<file path="src/rtl/afe_udma_subch_arbiter_if.sv">
// Sub-channel sample side plus uDMA write side of the AFE sub-channel arbiter.
// slave is the arbiter's view. master is the view of the surrounding logic.
interface afe_udma_subch_arbiter_if #(
  parameter int NCH            = 4,
  parameter int DATA_WIDTH     = 32,
  parameter int SUBCH_ID_WIDTH = 2
);
  logic [NCH-1:0]            cfg_ch_en_i;
  logic                      cfg_clr_i;
  logic [NCH-1:0]            ch_valid_i;
  logic [NCH*DATA_WIDTH-1:0] ch_data_i;
  logic [NCH-1:0]            ch_ready_o;
  logic                      udma_valid_o;
  logic [DATA_WIDTH-1:0]     udma_data_o;
  logic [SUBCH_ID_WIDTH-1:0] udma_subch_id_o;
  logic                      udma_ready_i;
  logic                      udma_vtransfer_o;
  logic [SUBCH_ID_WIDTH-1:0] udma_vtransfer_id_o;
  logic                      busy_o;

  modport slave (
    input  cfg_ch_en_i, cfg_clr_i, ch_valid_i, ch_data_i, udma_ready_i,
    output ch_ready_o, udma_valid_o, udma_data_o, udma_subch_id_o,
           udma_vtransfer_o, udma_vtransfer_id_o, busy_o
  );

  modport master (
    output cfg_ch_en_i, cfg_clr_i, ch_valid_i, ch_data_i, udma_ready_i,
    input  ch_ready_o, udma_valid_o, udma_data_o, udma_subch_id_o,
           udma_vtransfer_o, udma_vtransfer_id_o, busy_o
  );
endinterface

</file>
<file path="src/rtl/afe_udma_subch_arbiter.sv">
// Round-robin arbiter of NCH sub-channel sample streams into one uDMA beat register.
// Latency is 1 cycle from input handshake to output valid. A pop and a load in the same cycle keep full rate, and no sub-channel is granted while the held beat is stalled.
module afe_udma_subch_arbiter #(
  parameter int NCH            = 4,
  parameter int DATA_WIDTH     = 32,
  parameter int SUBCH_ID_WIDTH = 2
) (
  input  logic                    clk_i,
  input  logic                    rst_i,
  afe_udma_subch_arbiter_if.slave bus
);

  if (NCH < 2 || NCH > 16) begin : g_bad_nch
    $error("afe_udma_subch_arbiter: NCH must be within 2..16");
  end
  if (SUBCH_ID_WIDTH < $clog2(NCH)) begin : g_bad_id_width
    $error("afe_udma_subch_arbiter: SUBCH_ID_WIDTH too narrow for NCH");
  end

  typedef enum logic {ST_EMPTY, ST_FULL} state_e;

  localparam logic [SUBCH_ID_WIDTH-1:0] PTR_RST = SUBCH_ID_WIDTH'(NCH - 1);

  state_e                    state_q, state_d;
  logic [DATA_WIDTH-1:0]     data_q, data_d;
  logic [SUBCH_ID_WIDTH-1:0] id_q, id_d;
  logic [SUBCH_ID_WIDTH-1:0] ptr_q, ptr_d;

  logic [NCH-1:0]            elig;
  logic [NCH-1:0]            grant;
  logic [SUBCH_ID_WIDTH-1:0] grant_id;
  logic [DATA_WIDTH-1:0]     grant_data;
  logic                      found;
  logic                      pop;
  logic                      load_en;
  logic                      load;

  assign elig = bus.ch_valid_i & bus.cfg_ch_en_i;

  // Search ptr+1, ptr+2, ... modulo NCH, so the last winner becomes the lowest priority.
  always_comb begin
    grant      = '0;
    grant_id   = '0;
    grant_data = '0;
    found      = 1'b0;
    for (int i = 1; i <= NCH; i++) begin
      for (int k = 0; k < NCH; k++) begin
        if (!found && elig[k] && (k == ((int'(ptr_q) + i) % NCH))) begin
          found      = 1'b1;
          grant[k]   = 1'b1;
          grant_id   = SUBCH_ID_WIDTH'(k);
          grant_data = bus.ch_data_i[k*DATA_WIDTH +: DATA_WIDTH];
        end
      end
    end
  end

  always_comb begin
    pop     = (state_q == ST_FULL) && bus.udma_ready_i;
    load_en = !bus.cfg_clr_i && ((state_q == ST_EMPTY) || pop);
    load    = load_en && found;

    state_d = state_q;
    data_d  = data_q;
    id_d    = id_q;
    ptr_d   = ptr_q;

    case (state_q)
      ST_EMPTY: begin
        if (load) state_d = ST_FULL;
      end
      ST_FULL: begin
        if (bus.cfg_clr_i)   state_d = ST_EMPTY;
        else if (pop && !load) state_d = ST_EMPTY;
      end
      default: state_d = ST_EMPTY;
    endcase

    if (bus.cfg_clr_i) begin
      ptr_d = PTR_RST;
    end else if (load) begin
      data_d = grant_data;
      id_d   = grant_id;
      ptr_d  = grant_id;
    end
  end

  always_ff @(posedge clk_i or posedge rst_i) begin
    if (rst_i) begin
      state_q <= ST_EMPTY;
      data_q  <= '0;
      id_q    <= '0;
      ptr_q   <= PTR_RST;
    end else begin
      state_q <= state_d;
      data_q  <= data_d;
      id_q    <= id_d;
      ptr_q   <= ptr_d;
    end
  end

  // Reset gates ready directly, because the empty slot would otherwise offer a grant during reset.
  assign bus.ch_ready_o          = (load_en && !rst_i) ? grant : '0;
  assign bus.udma_valid_o        = (state_q == ST_FULL);
  assign bus.udma_data_o         = data_q;
  assign bus.udma_subch_id_o     = id_q;
  assign bus.udma_vtransfer_o    = pop && !bus.cfg_clr_i;
  assign bus.udma_vtransfer_id_o = id_q;
  assign bus.busy_o              = (state_q == ST_FULL);

endmodule

</file>
<file path="src/flat_wrapper.sv">
// flat-port wrapper written by rule: the top's interface ports become plain ports
module afe_udma_subch_arbiter_flat 
#(
  parameter int NCH            = 4,
  parameter int DATA_WIDTH     = 32,
  parameter int SUBCH_ID_WIDTH = 2
)
  (clk_i, rst_i, bus_cfg_ch_en_i, bus_cfg_clr_i, bus_ch_valid_i, bus_ch_data_i, bus_udma_ready_i, bus_ch_ready_o, bus_udma_valid_o, bus_udma_data_o, bus_udma_subch_id_o, bus_udma_vtransfer_o, bus_udma_vtransfer_id_o, bus_busy_o);
  afe_udma_subch_arbiter_if #(.NCH(NCH), .DATA_WIDTH(DATA_WIDTH), .SUBCH_ID_WIDTH(SUBCH_ID_WIDTH)) bus_i ();
  input  logic clk_i;
  input  logic rst_i;
  input wire logic [$bits(bus_i.cfg_ch_en_i)-1:0] bus_cfg_ch_en_i;
  input wire logic [$bits(bus_i.cfg_clr_i)-1:0] bus_cfg_clr_i;
  input wire logic [$bits(bus_i.ch_valid_i)-1:0] bus_ch_valid_i;
  input wire logic [$bits(bus_i.ch_data_i)-1:0] bus_ch_data_i;
  input wire logic [$bits(bus_i.udma_ready_i)-1:0] bus_udma_ready_i;
  output wire logic [$bits(bus_i.ch_ready_o)-1:0] bus_ch_ready_o;
  output wire logic [$bits(bus_i.udma_valid_o)-1:0] bus_udma_valid_o;
  output wire logic [$bits(bus_i.udma_data_o)-1:0] bus_udma_data_o;
  output wire logic [$bits(bus_i.udma_subch_id_o)-1:0] bus_udma_subch_id_o;
  output wire logic [$bits(bus_i.udma_vtransfer_o)-1:0] bus_udma_vtransfer_o;
  output wire logic [$bits(bus_i.udma_vtransfer_id_o)-1:0] bus_udma_vtransfer_id_o;
  output wire logic [$bits(bus_i.busy_o)-1:0] bus_busy_o;
  assign bus_i.cfg_ch_en_i = bus_cfg_ch_en_i;
  assign bus_i.cfg_clr_i = bus_cfg_clr_i;
  assign bus_i.ch_valid_i = bus_ch_valid_i;
  assign bus_i.ch_data_i = bus_ch_data_i;
  assign bus_i.udma_ready_i = bus_udma_ready_i;
  assign bus_ch_ready_o = bus_i.ch_ready_o;
  assign bus_udma_valid_o = bus_i.udma_valid_o;
  assign bus_udma_data_o = bus_i.udma_data_o;
  assign bus_udma_subch_id_o = bus_i.udma_subch_id_o;
  assign bus_udma_vtransfer_o = bus_i.udma_vtransfer_o;
  assign bus_udma_vtransfer_id_o = bus_i.udma_vtransfer_id_o;
  assign bus_busy_o = bus_i.busy_o;
  afe_udma_subch_arbiter #(.NCH(NCH), .DATA_WIDTH(DATA_WIDTH), .SUBCH_ID_WIDTH(SUBCH_ID_WIDTH)) u_core (.clk_i(clk_i), .rst_i(rst_i), .bus(bus_i));
endmodule
</file>
<file path="config.mk">
export PLATFORM = sky130hd
export DESIGN_NAME = afe_udma_subch_arbiter_flat
export DESIGN_NICKNAME = d
export VERILOG_FILES = /design/src/rtl/afe_udma_subch_arbiter_if.sv /design/src/rtl/afe_udma_subch_arbiter.sv /design/src/flat_wrapper.sv
export SDC_FILE = /design/constraint.sdc
export NUM_CORES = 1
export LEC_CHECK = 0
export ABC_CLOCK_PERIOD_IN_PS = 2200
export BUFFER_PORTS_ARGS = -buffer_cell sky130_fd_sc_hd__buf_4
export CAP_MARGIN = 20
export CORE_MARGIN = 1
export CORE_UTILIZATION = 30
export CTS_CLUSTER_DIAMETER = 120
export DETAILED_ROUTE_END_ITERATION = 6
export GPL_ROUTABILITY_DRIVEN = 1
export PLACE_DENSITY = 0.59
export REMOVE_ABC_BUFFERS = 1
export SLEW_MARGIN = 20
export SYNTH_ARGS = -nofsm -noshare
export SYNTH_HDL_FRONTEND = slang
export SYNTH_SLANG_ARGS = --single-unit
</file>
<file path="constraint.sdc">
create_clock -name clk_i -period 2.2 [get_ports clk_i]
set_input_delay 0.44 -clock clk_i [delete_from_list [all_inputs] [get_ports clk_i]]
set_output_delay 0.44 -clock clk_i [all_outputs]
set_load 0.1 [all_outputs]
</file>
==> impl_metrics.py <==
metrics = {
    "status": {
        "status": "finished with violations",
        "violations": "design-rule violations, negative setup slack",
    },
    "placed_design": {
        "dp.cells": 1129,
        "gp_congestion": 1.00,
        "dp_slack_ns": -0.254,
        "io_buffers": 182,
        "post-dp-hpwl_mm": 17.9,
    },
    "worst_setup_path": {
        "worstSetupStartpointType": "flop",
        "rr_endpoint": "u_core.bus.udma_data_o[3]",
        "crit_buf_inv": 4,
        "slowest_stage": "dfstp_2",
        "max_stage_delay_ns": 0.59,
        "reg2reg_slack_ns": -0.22,
        "critical_path.most_common_cell": "buf_6",
        "r2r_cells": 10,
        "crit_fanout": 5,
        "crit_type": "reg2out",
        "cp.arrival_ns": 2.06,
        "cp_data_required_time_ns": 1.76,
        "crit_family": "flip-flops",
        "endpoint_kind": "output pin",
        "worstPathCellList": "buf_12, buf_6, nand3b_1, nand2_1, o211ai_1, inv_1, nor2_1, buf_6",
        "reg2reg_from": "u_core.ptr_q[0]",
    },
    "global_routing": {
        "grt_max_degree": 38,
        "grt_pass1_vias": 7186,
        "use_met2_pct": 49.0,
        "top_usage_layer": "met2",
        "grt_first_pass_wirelength_mm": 39.2,
        "track_usage_pct": 30.7,
        "antenna_found_initial": 0,
        "grt_overflow": 0,
        "grtUsageMet3_pct": 5.43,
        "grtUsageMet1_pct": 40.0,
    },
    "sta": {
        "tightestPinTransition_ns": 0.662,
        "relSlewSlack_pct": 55.8,
        "min_period_ns": 2.50,
        "hold_violations": 0,
        "finalClockSkew_ns": 0.00513,
        "rsz0062_at_grt": "true",
        "setup_viol": 29,
        "fin_ws_ns": -0.295,
        "maxSlewViolCount": 0,
        "fin_crit_sh_pct": 113,
        "max_freq_ghz": 0.401,
    },
    "routing": {
        "wl_mm": 26.6,
        "vias": 7546,
        "ant_nets": 0,
        "wire_per_inst_um": 22.3,
        "routed_via_density": 6.33,
        "drc": 7,
        "dr.pass1.iters": 7,
        "drt_iter0_drc": 807,
    },
    "final_layout": {
        "diodes": 0,
        "finalNonFillerCells": 1192,
        "nNetsFinal": 1121,
        "drive_gt1_share_pct": 47.4,
        "area_delta_synth_final_pct": 79.3,
    },
    "yosys": {
        "synth_mux_area_share_pct": 2.10,
        "synth_cells": 666,
        "synth_top_area_share_pct": 18.4,
        "synth-edff-count": 0,
        "async_flop_share_pct": 100,
        "seq_area_frac_synth_pct": 19.5,
        "synth_warnings": 0,
        "synth_top_area_cell": "dfrtp_1",
        "ys_types": 70,
        "synthFlopType": "dfrtp_1",
        "synth_seq_cells": 37,
        "synth_top_family_by_area": "compound AO/OA/AOI/OAI gates",
        "syn_avg_cell_area_um2": 7.15,
        "synth_area_leaders": "dfrtp_1 (18%), o22ai_1 (8.0%), nand2_1 (7.1%)",
        "synthAdderAreaFrac_pct": 0,
        "synth_commonest_cells": "nand2_1 (90), o22ai_1 (61), a21oi_1 (54), nor2_1 (46), clkbuf_1 (41)",
        "yosysMostFrequentCell": "nand2_1",
        "synth-xor-area-share_pct": 0,
        "synth-compound-area-share_pct": 48.8,
        "netlist_area_um2": 4760,
        "yosys.area_share.simple_pct": 22.9,
    },
    "power": {
        "power_w": 0.00558,
        "p_leak_nw": 3.79,
        "ir_drop_mv": 0.477,
        "power_density_nw_per_um2": 653,
    },
    "clock_network": {
        "cts_tree": "yes",
        "cts_root_buf": "clkbuf_16",
        "clk_path_buf_depth": 2,
        "clkSinkCount": 37,
        "clk_pin_slew_ns": 0.06,
        "clock_latency_ns": 0.30,
        "cts_made_buffers": 5,
        "holdBufCountCts": 0,
        "htree_levels": 2,
    },
    "floorplanning": {
        "die_area_um2": 16400,
        "core_area_um2": 15300,
        "rows": 45,
        "ios": 183,
        "start_util_pct": 31.1,
        "die_x_um": 128,
        "die_h_um": 128,
    },
    "hold_path": {
        "worstHoldPathType": "in2async",
    },
    "flow_run": {
        "max_cap_viol_count": 0,
    },
}
[layout make-up]
cell class | count | area (um^2)
inverter | 4 | 15.0
tap | 211 | 264
clock buffer | 7 | 143
timing repair buffer | 374 | 3180
multi-input combinational | 559 | 4010
fill | 1435 | 6780
sequential | 37 | 928
[logic make-up after synthesis]
| group | count (synthesis) |
|---|---|
| AOI/OAI and AO/OA | 329 |
| and+or+nand+nor | 219 |
| buffers and inverters | 71 |
| DFF | 37 |
| muxes | 10 |
[layer usage]
metal  up-vias  part of all wire [%]
met3       102                    11
met4         0                   4.0
met5         -                     0
li1       3323                     -
met1      3512                    39
met2       609                    46
[worst register-to-register path, cell delays in order (launching register included)]
cell       delay [ns]
dfstp_2          0.59
buf_12           0.12
buf_4            0.12
and4b_2          0.30
nor4_4           0.06
buf_6            0.16
buf_4            0.15
a2bb2oi_2        0.11
a221oi_1         0.08
or4_1            0.51
a31oi_1          0.14
[placed cells by master, fill, tap and decap left out, types with 4 or more instances in the layout]
cell         n
nor4_1       8
a221o_1     12
o221ai_1    14
or4_1        8
buf_12      10
and3_4       4
clkbuf_16    8
a21oi_2     13
o21ai_0     26
a41o_1      10
o22ai_1     60
mux2i_1     10
nand3_1      7
nor2_2       5
a22o_1      23
a22oi_1     28
buf_4      323
a31oi_1      4
o211ai_1    15
nand4_1      9
a211oi_1     5
a21oi_1     40
a221oi_2    10
buf_8        9
dfrtp_1     35
nand2_1     88
nand3_2      4
o21ai_2      4
inv_1        4
and2_1       6
a211o_1     10
buf_6       28
o21ai_1     12
nor2_1      38
a31o_1       9
nor3_1       4
[how the worst max path moves through the flow]
stage	from	end	slack (ns)	cells past startpoint
final	u_core.ptr_q[0]	bus_ch_ready_o[0]	-0.30	8
after global placement	u_core.ptr_q[1]	u_core.bus.udma_data_o[23]	-0.26	7
after floorplan	u_core.bus.busy_o	u_core.bus.udma_data_o[0]	-3.81	6
after CTS	u_core.ptr_q[0]	bus_ch_ready_o[0]	-0.22	8
after detailed placement	u_core.ptr_q[1]	u_core.bus.udma_data_o[17]	-0.25	7
after global routing	u_core.ptr_q[0]	bus_ch_ready_o[0]	-0.39	8
[state kept, by name (all words and copies together), names as in the netlist]
register,count
u_core.bus.udma_subch_id_o,2
u_core.ptr_q,2
u_core.bus.udma_data_o,32
u_core.bus.busy_o,1
[stage by stage]
stage / cell area, um^2 / utilization [%] / hold slack, ns / TNS [ns]
finish: 8540 / 55.7 / 0.296 / -2.47
global placement: 7270 / 47.5 / 0.464 / -5.80
detailed placement: 7270 / 47.5 / 0.469 / -5.78
floorplan: 4450 / - / 0.506 / -112.25
CTS: 7950 / 51.9 / 0.316 / -1.15
global route: 8540 / 55.7 / 0.352 / -4.99
[repair_timing]
action | 4_1_cts | 5_1_grt
endpoints found under the setup margin | 31 | 35
pin swaps | 27 | 41
setup buffers | 27 | 27
gates cloned | 3 | 5
resized for setup | 80 | 80
[where the power goes]
part	internal [W]	switching, W
sequential	0.000866	0.000128
combinational	0.00130	0.00251
clock	0.000446	0.000321
total	0.00261	0.00296
(Power assumes the default switching activity.)
